$ cat config.mk
export PLATFORM = sky130hd
export DESIGN_NAME = spi_op_sched
export DESIGN_NICKNAME = d
export VERILOG_FILES = /design/src/rtl/spi_op_sched.sv
export SDC_FILE = /design/constraint.sdc
export NUM_CORES = 1
export LEC_CHECK = 0
export CELL_PAD_IN_SITES_DETAIL_PLACEMENT = 0
export CELL_PAD_IN_SITES_GLOBAL_PLACEMENT = 1
export CORE_ASPECT_RATIO = 1.4
export CORE_MARGIN = 1
export CORE_UTILIZATION = 42
export DETAILED_ROUTE_END_ITERATION = 10
export PLACE_DENSITY = 0.83
export SLEW_MARGIN = 0
export SYNTH_ARGS = -nofsm -noshare
export SYNTH_HDL_FRONTEND = slang
export SYNTH_SLANG_ARGS = --single-unit
export TNS_END_PERCENT = 5
$ cat constraint.sdc
create_clock -name spi_clk -period 2.2 [get_ports spi_clk]
set_clock_uncertainty 0.05 [all_clocks]
set_input_delay 0.33 -clock spi_clk [delete_from_list [all_inputs] [get_ports spi_clk]]
set_output_delay 0.33 -clock spi_clk [all_outputs]
set_load 0.005 [all_outputs]
$ cat src/rtl/spi_op_sched.sv
// Command scheduler: buffers captured SPI command words and issues them one at a time to the ALU or MAC.
// Optional SPI_OP_SCHED_STATS_EN adds per-unit completion counters (alu_cnt, mac_cnt).
module spi_op_sched #(
    parameter int unsigned DEPTH   = 4,
    parameter int unsigned TIMEOUT = 255
) (
    input  logic                     spi_clk,
    input  logic                     rst,
    input  logic                     cmd_valid,
    input  logic [23:0]              cmd_data,
    input  logic                     alu_done,
    input  logic                     mac_done,
    input  logic                     err_clr,
    output logic                     alu_en,
    output logic                     mac_en,
    output logic [3:0]               op_code,
    output logic [7:0]               op_a,
    output logic [7:0]               op_b,
    output logic                     busy,
    output logic [$clog2(DEPTH):0]   fifo_level,
    output logic                     err_ovf,
    output logic                     err_ill,
    output logic                     err_tmo
`ifdef SPI_OP_SCHED_STATS_EN
    ,
    output logic [15:0]              alu_cnt,
    output logic [15:0]              mac_cnt
`endif
);

    localparam int unsigned AW = $clog2(DEPTH);
    localparam int unsigned LW = AW + 1;
    localparam int unsigned TW = $clog2(TIMEOUT + 1);

    typedef enum logic [1:0] {
        S_IDLE,
        S_ISSUE,
        S_WAIT
    } state_t;

    state_t          state_q, state_d;
    logic [21:0]     mem_q [DEPTH];
    logic [AW-1:0]   wptr_q, wptr_d;
    logic [AW-1:0]   rptr_q, rptr_d;
    logic [LW-1:0]   level_q, level_d;
    logic [1:0]      unit_q, unit_d;
    logic [TW-1:0]   tmo_q, tmo_d;
    logic            alu_en_q, alu_en_d;
    logic            mac_en_q, mac_en_d;
    logic [3:0]      op_code_q, op_code_d;
    logic [7:0]      op_a_q, op_a_d;
    logic [7:0]      op_b_q, op_b_d;
    logic            busy_q, busy_d;
    logic            err_ovf_q, err_ovf_d;
    logic            err_ill_q, err_ill_d;
    logic            err_tmo_q, err_tmo_d;
`ifdef SPI_OP_SCHED_STATS_EN
    logic [15:0]     alu_cnt_q, alu_cnt_d;
    logic [15:0]     mac_cnt_q, mac_cnt_d;
`endif

    logic            pop, push, done_match;
    logic            ovf_ev, ill_ev, tmo_ev;
    logic [21:0]     head;
    logic            unused_bits;

    // Bits [21:20] carry no meaning, so FIFO entries store only {unit, op, A, B}.
    assign unused_bits = ^cmd_data[21:20];
    assign head        = mem_q[rptr_q];
    assign pop         = (state_q == S_IDLE) && (level_q != '0);
    assign push        = cmd_valid && ((level_q != LW'(DEPTH)) || pop);
    assign done_match  = unit_q[0] ? mac_done : alu_done;

    always_comb begin
        state_d   = state_q;
        unit_d    = unit_q;
        tmo_d     = tmo_q;
        alu_en_d  = 1'b0;
        mac_en_d  = 1'b0;
        op_code_d = op_code_q;
        op_a_d    = op_a_q;
        op_b_d    = op_b_q;
        ovf_ev    = cmd_valid && !push;
        ill_ev    = 1'b0;
        tmo_ev    = 1'b0;
`ifdef SPI_OP_SCHED_STATS_EN
        alu_cnt_d = alu_cnt_q;
        mac_cnt_d = mac_cnt_q;
`endif

        // Start pulse and operands are registered on the pop edge so they are visible during ISSUE.
        case (state_q)
            S_IDLE: begin
                if (pop) begin
                    unit_d  = head[21:20];
                    state_d = S_ISSUE;
                    if (!head[21]) begin
                        alu_en_d  = !head[20];
                        mac_en_d  = head[20];
                        op_code_d = head[19:16];
                        op_a_d    = head[15:8];
                        op_b_d    = head[7:0];
                    end
                end
            end
            S_ISSUE: begin
                if (!unit_q[1]) begin
                    state_d = S_WAIT;
                    tmo_d   = '0;
                end else begin
                    state_d = S_IDLE;
                    ill_ev  = unit_q[0];
                end
            end
            S_WAIT: begin
                if (done_match) begin
                    state_d = S_IDLE;
`ifdef SPI_OP_SCHED_STATS_EN
                    if (unit_q[0]) mac_cnt_d = mac_cnt_q + 16'd1;
                    else           alu_cnt_d = alu_cnt_q + 16'd1;
`endif
                end else if (tmo_q == TW'(TIMEOUT - 1)) begin
                    state_d = S_IDLE;
                    tmo_ev  = 1'b1;
                end else begin
                    tmo_d = tmo_q + TW'(1);
                end
            end
            default: state_d = S_IDLE;
        endcase

        rptr_d = pop  ? rptr_q + AW'(1) : rptr_q;
        wptr_d = push ? wptr_q + AW'(1) : wptr_q;
        if (push && !pop)      level_d = level_q + LW'(1);
        else if (pop && !push) level_d = level_q - LW'(1);
        else                   level_d = level_q;

        err_ovf_d = (err_ovf_q && !err_clr) || ovf_ev;
        err_ill_d = (err_ill_q && !err_clr) || ill_ev;
        err_tmo_d = (err_tmo_q && !err_clr) || tmo_ev;
        busy_d    = (state_d != S_IDLE) || (level_d != '0);
    end

    always_ff @(posedge spi_clk) begin
        if (push) mem_q[wptr_q] <= {cmd_data[23:22], cmd_data[19:0]};
    end

    always_ff @(posedge spi_clk) begin
        if (rst) begin
            state_q   <= S_IDLE;
            wptr_q    <= '0;
            rptr_q    <= '0;
            level_q   <= '0;
            unit_q    <= '0;
            tmo_q     <= '0;
            alu_en_q  <= 1'b0;
            mac_en_q  <= 1'b0;
            op_code_q <= '0;
            op_a_q    <= '0;
            op_b_q    <= '0;
            busy_q    <= 1'b0;
            err_ovf_q <= 1'b0;
            err_ill_q <= 1'b0;
            err_tmo_q <= 1'b0;
`ifdef SPI_OP_SCHED_STATS_EN
            alu_cnt_q <= '0;
            mac_cnt_q <= '0;
`endif
        end else begin
            state_q   <= state_d;
            wptr_q    <= wptr_d;
            rptr_q    <= rptr_d;
            level_q   <= level_d;
            unit_q    <= unit_d;
            tmo_q     <= tmo_d;
            alu_en_q  <= alu_en_d;
            mac_en_q  <= mac_en_d;
            op_code_q <= op_code_d;
            op_a_q    <= op_a_d;
            op_b_q    <= op_b_d;
            busy_q    <= busy_d;
            err_ovf_q <= err_ovf_d;
            err_ill_q <= err_ill_d;
            err_tmo_q <= err_tmo_d;
`ifdef SPI_OP_SCHED_STATS_EN
            alu_cnt_q <= alu_cnt_d;
            mac_cnt_q <= mac_cnt_d;
`endif
        end
    end

    assign alu_en     = alu_en_q;
    assign mac_en     = mac_en_q;
    assign op_code    = op_code_q;
    assign op_a       = op_a_q;
    assign op_b       = op_b_q;
    assign busy       = busy_q;
    assign fifo_level = level_q;
    assign err_ovf    = err_ovf_q;
    assign err_ill    = err_ill_q;
    assign err_tmo    = err_tmo_q;
`ifdef SPI_OP_SCHED_STATS_EN
    assign alu_cnt    = alu_cnt_q;
    assign mac_cnt    = mac_cnt_q;
`endif

endmodule

==> impl_metrics.yaml, run 1 <==
cells_and_area:
  fillCellCount: 928
  mostFrequentLayoutCells: "88 x edfxtp_1, 56 x clkdlybuf4s50_1, 46 x dfxtp_1"
  syn2layout_area_growth_pct: 29.9
  layout_commonest_cell: "edfxtp_1"
  nNetsFinal: 435
  drive_gt1_share_pct: 19.3
  num_antenna_cells: 0
  fin_util_pct: 55.9
grt:
  antenna_found_initial: 0
  grt_first_pass_wirelength_mm: 15.2
  met1_usage_pct: 18.0
  grt.busiest_layer: "met2"
  use_met2_pct: 30.4
  grt_max_degree: 24
  globalRouteTotalUtil_pct: 16.6
  grt_pass1_vias: 3066
  grt_use_met3_pct: 4.27
  grt_overflow: 0
clock_tree:
  cts_tree: "yes"
  cts.sink_count: 135
  clock_latency_ps: 400
  cts_root_buffer: "clkbuf_16"
  clkTransAtPathRegs_ps: 60
  h-tree-depth: 4
  clockBufferDepth: 2
  cts_buffers: 17
  cts_setup_buffers: 0
detailed_routing:
  drc: 0
  final_antenna_net_count: 0
  dr_total_vias: 2903
  vias_per_cell: 5.22
  drtIter0Drc: 112
  drtPass1Iterations: 4
  wl_per_cell_microns: 17.1
  drt-total-wl_mm: 9.51
synth:
  synth_async_sr_flop_share_pct: 0
  ys_ff_latch: 135
  synth_flop_cell: "edfxtp_1"
  synthesis.instances: 313
  synth-seq-area-share_pct: 70.4
  syn-num-nets: 352
  synth_edf_count: 88
  synthesis.area_sq_um: 5090
  yosysWarnings: 0
  ys_types: 42
  synth.avg_cell_area_sq_um: 16.3
worst_setup_path:
  startpoint: "fifo_level[0]$_SDFF_PP0_"
  crit_fanout: 8
  path_class: "flip-flop to flip-flop"
  crit_required_ps: 2250
  reg2reg_from: "fifo_level[0]$_SDFF_PP0_"
  critical_path_arrival_ps: 2100
  cp_slowest_cell: "dfxtp_1"
  crit_chain: "inv_1, ha_1, nand2_1, nor2_1, nor2_1, buf_4, and2_1, buf_4"
  max_stage_delay_ps: 400
  end_kind: "flip-flop"
  startpoint_type: "flip-flop"
timing:
  max_freq_mhz: 490
  rsz0062_at_grt: "false"
  fin_crit_sh_pct: 92.8
  setup_violations: 0
  worst_pin_slew_ps: 544
  finalSetupTns_ps: 0
  relSlewSlack_pct: 63.6
  period_minus_slack_ps: 2040
  slew_viol_final: 0
  hold_violations: 0
floorplanning:
  rows: 47
  start_util_pct: 43.1
  fp.dieH_microns: 132
  io_pins: 59
  dieArea_sq_um: 12600
  die_w_microns: 95.1
  coreArea_sq_um: 11800
outcome:
  status: "finished clean"
pwr:
  p_int_mw: 5.96
  cellPowerDensity_nw_per_um2: 1230
  power.share.clock_pct: 36.4
  power_frac_comb_pct: 23.9
  power_frac_seq_pct: 39.8
  p_sw_share_pct: 26.5
  ir_drop_mv: 0.585
  cellLeakagePower_nw: 2.26
  switching_power_mw: 2.15
min_path:
  worstHoldPathType: "flip-flop to flip-flop"
  hold_start: "err_ill$_SDFF_PP0_"
placement:
  gp_congestion: 0.714
  io_buffer_count: 56
  dp_hpwl_mm: 6.05
job:
  cap_violations: 0
kinds of logic (layout without fill, tap and decap cells):
logic type               Yosys count  count (layout)  share of synthesized area, %
AO/OA/AOI/OAI                     50              50                          7.13
XOR/XNOR                           5               5                         0.860
adder cells (fa/ha/maj)            9               9                          2.21
buffers and inverters             22             118                          1.97
flip-flops                       135             135                          70.4
multiplexers                      28              28                          10.9
AND/OR/NAND/NOR                   64              64                          6.56
final cells by class:
type	instances	area (sq um)	share of cell area (%)
flip-flops and latches	135	3580	54.2
multi-input cells	156	1420	21.4
repair buffers	77	768	11.6
clock buffers	17	425	6.43
clock inverters	15	201	3.05
well taps	147	184	2.78
inverters	9	33.8	0.511
cell usage after synthesis, types with 3 or more instances:
library cell  instances  area [sq um]
nand2_1               8          30.0
nand3_1               4          20.0
inv_1                 9          33.8
xnor2_1               4          35.0
nand2b_1              3          18.8
a21oi_1              11          55.1
or3_1                 3          18.8
mux2i_1               6          60.1
o21ai_0               6          30.0
ha_1                  9           113
mux4_2               22           495
edfxtp_1             88          2640
clkbuf_1              6          22.5
nor2_1               27           101
dfxtp_1              47           941
o31ai_1               3          22.5
a22o_1               17           149
buf_2                 5          25.0
or4_1                 3          22.5
and2_1                6          37.5
sequential cells by signal, indices dropped and copies added, names as in the netlist, named ones only:
| register | count |
|---|---|
| alu_en | 1 |
| busy | 1 |
| err_ill | 1 |
| err_ovf | 1 |
| err_tmo | 1 |
| fifo_level | 3 |
| mac_en | 1 |
| mem_q | 88 |
| op_a | 8 |
| op_b | 8 |
| op_code | 4 |
| rptr_q | 2 |
| state_q | 2 |
| tmo_q | 8 |
| unit_q | 2 |
| wptr_q | 2 |
per-layer routing:
metal  up-vias  routed length, microns
li1       1384                       -
met1      1464                    3760
met2        49                    5420
met3         6                     236
met4         0                      93
met5         -                       0
critical path: cells and delay by family (launching register included):
kind,cells,cell delay (ps)
buf+inv,3,460
flops,1,400
fa+ha+maj,1,300
simple gates,4,520
power groups by stage:
| stage | logic, mW | registers (mW) | clock network [mW] |
|---|---|---|---|
| detailed placement | 1.95 | 3.27 | 0 |
| CTS | 1.97 | 3.23 | 3.00 |
| global placement | 1.90 | 3.27 | 0 |
| finish | 1.94 | 3.23 | 2.95 |
| floorplan | 1.17 | 3.26 | 0 |
| global route | 2.13 | 3.26 | 3.11 |
worst paths after layout:
path                                                to  slack, ps  cells past startpoint
worst min-delay path                err_ill$_SDFF_PP0_        430                      2
worst min register to register      err_ill$_SDFF_PP0_        430                      2
worst max register to register  mem_q[2][21]$_DFFE_PP_        160                      8
worst max-delay path            mem_q[2][21]$_DFFE_PP_        160                      8
metrics by stage:
stage          hold WS (ps)  power (mW)  setup slack, ps  cells  cell area [sq um]
2_1_floorplan           379        4.43            -6.95    313               5090
3_3_place_gp            407        5.17             85.1    524               5980
3_5_place_dp            417        5.22             9.81    524               5980
4_1_cts                 426        8.20              170    556               6610
5_1_grt                 445        8.49             36.3    556               6610
6_report                425        8.11              158    556               6610
timing repair:
action                     CTS  global route
resized for setup            1             0
hold buffers                 0             0
setup endpoints to repair   16             0
No activity file was read; power rests on OpenSTA's default activity.
==> run 2, diff against run 1 <==
- GPL_TIMING_DRIVEN: unset -> 0
==> run 2 against run 1 <==
  * Global-route usage up 0.74 points
  * Largest cell class unchanged
  * Utilization down 0.91 points
  * Total power about the same
  * Critical path type unchanged
  * Fmax up 0.28%
==> impl_metrics.yaml, run 2 (synthesis results as in run 1) <==
worst_setup_path:
  crit_chain: "inv_1, ha_1, nand2_1, nor2_1, nor2_4, and2_4"
  ff2ff_setup_slack_ps: 160
  worst-path-stages: 6
  cp_slowest_cell: "and2_4"
  path_buf_inv: 1
  max_stage_delay_ps: 420
  critical_path_arrival_ps: 2060
  path_delay_family: "simple AND/OR/NAND/NOR gates"
  reg2reg_depth: 6
  crit_required_ps: 2220
  path_class: "flip-flop to flip-flop"
  end_kind: "flip-flop"
  startpoint_type: "flip-flop"
  crit_fanout: 22
cells_and_area:
  num_antenna_cells: 0
  multi_input_area_sq_um: 1440
  largest_reg_flops: 88
  fin_util_pct: 55.0
  largest_register: "mem_q"
  layout_commonest_cell: "edfxtp_1"
  instances_no_fill: 551
  mostFrequentLayoutCells: "88 x edfxtp_1, 54 x clkdlybuf4s50_1, 46 x dfxtp_1"
  fillCellCount: 949
  drive_gt1_share_pct: 18.3
  seqCellArea_sq_um: 3580
  syn2layout_area_growth_pct: 27.7
  postLayoutCellArea_sq_um: 6500
  nNetsFinal: 430
clock_tree:
  clkTransAtPathRegs_ps: 60
  h-tree-depth: 4
  cts_tree: "yes"
  cts.sink_count: 135
  clockBufferDepth: 2
  cts_buffers: 17
  cts_root_buffer: "clkbuf_16"
  clock_latency_ps: 410
grt:
  grt_max_degree: 23
  grt_pass1_vias: 3136
  grt_first_pass_wirelength_mm: 15.9
  globalRouteTotalUtil_pct: 17.4
  grt_overflow: 0
  antenna_found_initial: 0
pwr:
  power.total_mw: 8.12
  ir_drop_mv: 0.660
  cellLeakagePower_nw: 2.21
  cellPowerDensity_nw_per_um2: 1250
floorplanning:
  io_pins: 59
  die_w_microns: 95.1
  rows: 47
  start_util_pct: 43.1
  fp.dieH_microns: 132
  dieArea_sq_um: 12600
  coreArea_sq_um: 11800
detailed_routing:
  drtIter0Drc: 110
  vias_per_cell: 5.32
  drt-total-wl_mm: 9.86
  final_antenna_net_count: 0
  dr_total_vias: 2932
  drc: 0
  wl_per_cell_microns: 17.9
  drtPass1Iterations: 4
timing:
  period_minus_slack_ps: 2040
  relSlewSlack_pct: 56.8
  fin_crit_sh_pct: 92.6
  whs_ps: 313
  max_freq_mhz: 491
  finalSetupTns_ps: 0
  rsz0062_at_grt: "true"
  slew_viol_final: 0
  hold_violations: 0
  fin_ws_ps: 163
  setup_violations: 0
  worst_pin_slew_ps: 649
placement:
  dpl-instance-area_sq_um: 5820
  io_buffer_count: 54
  post-place-ws_ps: -677
  gp_congestion: 0.754
  dp_cells: 514
  dp_hpwl_mm: 6.09
outcome:
  status: "finished clean"
min_path:
  holdPathStages: 3
  worstHoldPathType: "primary input to flip-flop"
job:
  cap_violations: 0
## run 2: cell count changes in the layout (fill, tap and decap cells not counted), sizes merged
cell,before,now
and2,6,7
buf,21,11
clkbuf,17,24
clkdlybuf4s50,56,54
clkinv,8,5
inv,11,13
## run 2: repair_timing
item | 4_1_cts | 5_1_grt
gates cloned | 1 | 0
buffers inserted | 0 | 4
hold buffers | 0 | 0
endpoints found under the setup margin | 98 | 88
resized for setup | 10 | 1
pin swaps | 1 | 2
## run 2: report_power, final
| part | switching, mW | internal (mW) | total [mW] | leakage [nW] |
|---|---|---|---|---|
| Sequential | 0.204 | 3.04 | 3.25 | 1.19 |
| Clock | 1.07 | 1.91 | 2.97 | 0.303 |
| Combinational | 0.912 | 0.983 | 1.90 | 0.712 |
| Total | 2.18 | 5.94 | 8.12 | 2.21 |
## run 2: path summary, 6_finish.rpt
check | start | to
worst max-delay path | fifo_level[0]$_SDFF_PP0_ | mem_q[1][12]$_DFFE_PP_
worst min-delay path | cmd_valid | fifo_level[2]$_SDFF_PP0_
worst max register to register | fifo_level[0]$_SDFF_PP0_ | mem_q[1][12]$_DFFE_PP_
worst min register to register | err_ill$_SDFF_PP0_ | err_ill$_SDFF_PP0_
## run 2: layout make-up
class	instances	share of cell area [%]
Tap cell	147	2.83
Timing Repair Buffer	58	8.77
Inverter	9	0.519
Sequential cell	135	55.1
Clock inverter	14	3.04
Clock buffer	18	6.60
Multi-Input combinational cell	157	22.1
Buffer	13	1.02
## run 2: worst min-delay path: cells and delay by family
family,cells,cell delay (ps)
buffers and inverters,1,180
and+or+nand+nor,1,80
AOI/OAI and AO/OA,1,150
## run 2: routing by layer
metal / global-route usage, % / vias up / routed length (microns)
met2: 29.0 / 81 / 5300
met5: 0 / - / 0
li1: - / 1371 / -
met4: 8.00 / 0 / 176
met1: 20.0 / 1461 / 3930
met3: 5.36 / 19 / 443
==> RTL change: new RTL, flow settings as in run 1 <==
Register the inputs `cmd_valid`, `cmd_data`, `alu_done`, `mac_done` and `err_clr` before use, with the module's reset. The logic sees them one clock later.
--- a/src/rtl/spi_op_sched.sv
+++ b/src/rtl/spi_op_sched.sv
@@ -39,4 +39,26 @@
     } state_t;
 
+    logic cmd_valid_q;
+    logic [23:0] cmd_data_q;
+    logic alu_done_q;
+    logic mac_done_q;
+    logic err_clr_q;
+
+    always_ff @(posedge spi_clk) begin
+        if (rst) begin
+            cmd_valid_q <= '0;
+            cmd_data_q  <= '0;
+            alu_done_q  <= '0;
+            mac_done_q  <= '0;
+            err_clr_q   <= '0;
+        end else begin
+            cmd_valid_q <= cmd_valid;
+            cmd_data_q  <= cmd_data;
+            alu_done_q  <= alu_done;
+            mac_done_q  <= mac_done;
+            err_clr_q   <= err_clr;
+        end
+    end
+
     state_t          state_q, state_d;
     logic [21:0]     mem_q [DEPTH];
@@ -66,9 +88,9 @@
 
     // Bits [21:20] carry no meaning, so FIFO entries store only {unit, op, A, B}.
-    assign unused_bits = ^cmd_data[21:20];
+    assign unused_bits = ^cmd_data_q[21:20];
     assign head        = mem_q[rptr_q];
     assign pop         = (state_q == S_IDLE) && (level_q != '0);
-    assign push        = cmd_valid && ((level_q != LW'(DEPTH)) || pop);
-    assign done_match  = unit_q[0] ? mac_done : alu_done;
+    assign push        = cmd_valid_q && ((level_q != LW'(DEPTH)) || pop);
+    assign done_match  = unit_q[0] ? mac_done_q : alu_done_q;
 
     always_comb begin
@@ -81,5 +103,5 @@
         op_a_d    = op_a_q;
         op_b_d    = op_b_q;
-        ovf_ev    = cmd_valid && !push;
+        ovf_ev    = cmd_valid_q && !push;
         ill_ev    = 1'b0;
         tmo_ev    = 1'b0;
@@ -136,12 +158,12 @@
         else                   level_d = level_q;
 
-        err_ovf_d = (err_ovf_q && !err_clr) || ovf_ev;
-        err_ill_d = (err_ill_q && !err_clr) || ill_ev;
-        err_tmo_d = (err_tmo_q && !err_clr) || tmo_ev;
+        err_ovf_d = (err_ovf_q && !err_clr_q) || ovf_ev;
+        err_ill_d = (err_ill_q && !err_clr_q) || ill_ev;
+        err_tmo_d = (err_tmo_q && !err_clr_q) || tmo_ev;
         busy_d    = (state_d != S_IDLE) || (level_d != '0);
     end
 
     always_ff @(posedge spi_clk) begin
-        if (push) mem_q[wptr_q] <= {cmd_data[23:22], cmd_data[19:0]};
+        if (push) mem_q[wptr_q] <= {cmd_data_q[23:22], cmd_data_q[19:0]};
     end
 
Behaviour: not the same (a bounded check fails within 4 cycles, from zero or initial values and one cycle with rst high).
==> RTL change against run 1 <==
  * Design area rose by 11%
  * Sequential cell count rose by 26
  * Worst hold slack got worse by 0.13 ns
  * Combinational power fell by 15%
  * Wire length rose by 8.6%
  * Setup slack got worse by 0.016 ns
  * Synthesized area rose by 15%
  * Power rose by 2.1%
  * Sequential power rose by 13%
  * Die area rose by 15%
  * Critical path type unchanged
==> RTL change: results (changes against run 1) <==
* Pleak at 0.00256 µW (+13%)
* Drt wl/cell at 16.1 µm (-6.1%)
* WP data arrival at 2.35 ns (+0.25 ns)
* Synth top area cells: edfxtp_1 (45%), dfxtp_1 (25%), mux4_2 (8.5%), nor2b_1 (3.1%), o2bb2ai_2 (2.3%)
* Most frequent cells after synthesis: edfxtp_1 (88), dfxtp_1 (73), nor2b_1 (29)
* Inverters at 28 (+19)
* Hold Path Depth at 3 (+1)
* Area of the multi-input gates at 1580 µm² (+12%)
* Slew Limit Headroom at 57.0% (-6.6 points)
* Critical-path maximum fanout at 19 (+11)
* Status: finished clean
* Hold_sp: rst
* Post-Syn Area per Cell at 15.5 µm² (-5.0%)
* Register area share after synthesis at 70.0% (-0.33 points)
* Drt via density at 4.96 (-5.0%)
* Min-Delay Path Class: input port to register
* WHS at 0.294 ns (-0.131 ns)
* Reg area at 4110 µm² (+15%)
* Worst path max stage delay at 0.43 ns (+0.03 ns)
* Worst reg-to-reg setup slack at 0.14 ns (-0.02 ns)
* Pin count of the biggest net entering global routing at 36 (+50%)
* Initial DRC Count at 127 (+13%)
* Post-Syn Nets at 418 (+19%)
* Routed wire length at 10300 µm (+8.6%)
* Worst R2R Start: fifo_level[1]$_SDFF_PP0_
* Placer Congestion at 0.731 (+2.4%)
* All-Layer GR Usage at 15.7% (-0.95 points)
* R2R Path End: op_b[1]$_SDFFE_PP0P_
* Filler Cell Count at 1104 (+19%)
* Layout cells sized above 1 at 18.0% (-1.3 points)
RTL change: cell types whose count changed in the layout (fill, tap and decap cells not counted), moves of 3 or more:
cell | run 1 | this run
nor2b_1 | 1 | 29
dfxtp_1 | 46 | 72
inv_1 | 9 | 28
a22o_1 | 17 | 0
buf_4 | 17 | 7
o2bb2ai_2 | 0 | 9
o2bb2ai_1 | 0 | 8
nor2_1 | 27 | 20
and3_1 | 0 | 5
and2_1 | 5 | 1
clkinvlp_4 | 1 | 4
mux2i_1 | 6 | 3
o21ai_0 | 6 | 3
RTL change: worst max path at each step:
stage | endpoint | startpoint | depth (start not counted)
3_5_place_dp | unit_q[1]$_SDFFE_PP0P_ | fifo_level[1]$_SDFF_PP0_ | 7
5_1_grt | busy$_SDFF_PP0_ | fifo_level[1]$_SDFF_PP0_ | 8
6_report | op_b[1]$_SDFFE_PP0P_ | fifo_level[1]$_SDFF_PP0_ | 8
2_1_floorplan | mem_q[1][0]$_DFFE_PP_ | fifo_level[0]$_SDFF_PP0_ | 4
4_1_cts | tmo_q[7]$_SDFFE_PP0P_ | tmo_q[3]$_SDFFE_PP0P_ | 5
3_3_place_gp | unit_q[1]$_SDFFE_PP0P_ | fifo_level[0]$_SDFF_PP0_ | 7
RTL change: stage by stage:
step | setup slack, ns | area (µm²)
after floorplan | 0.307 | 5860
after global placement | 0.142 | 6690
after detailed placement | 0.0195 | 6690
after CTS | 0.138 | 7310
after global routing | 0.0478 | 7320
final | 0.141 | 7320
RTL change: cell families (layout without fill, tap and decap cells):
family	Yosys count	after routing	share of synthesized area, %
AND/OR/NAND/NOR	86	86	8.11
buffers and inverters	45	127	3.20
multiplexers	25	25	8.97
XOR/XNOR	5	5	0.748
adder cells (fa/ha/maj)	9	9	1.92
flip-flops	161	161	70.0
AO/OA/AOI/OAI	48	48	7.00
RTL change: metal layers:
| layer | global-route usage [%] | wire length (µm) | vias up |
|---|---|---|---|
| li1 | - | - | 1524 |
| met1 | 17.5 | 4150 | 1582 |
| met2 | 28.1 | 5610 | 71 |
| met3 | 4.58 | 431 | 11 |
| met4 | 5.49 | 139 | 0 |
| met5 | 0 | 0 | - |
RTL change: worst register-to-register path, cell delays in order (launching register included):
cell and delay [ns]:
dfxtp_1 0.43, inv_1 0.10, ha_1 0.22, nand2b_1 0.16
nand2_1 0.11, buf_4 0.18, or3_1 0.30, buf_4 0.24
o2bb2ai_1 0.19
RTL change: repair_timing:
item | CTS | global route
endpoints found under the setup margin | 2 | 8
gates resized for setup | 1 | 3
hold buffers | 0 | 0
pin swaps | 0 | 0
RTL change: where the power goes:
group / internal [µW] / leakage (µW) / switching (µW)
logic: 849 / 0.000865 / 797
clock network: 1800 / 0.000285 / 1190
registers: 3460 / 0.00141 / 193
total: 6110 / 0.00256 / 2180
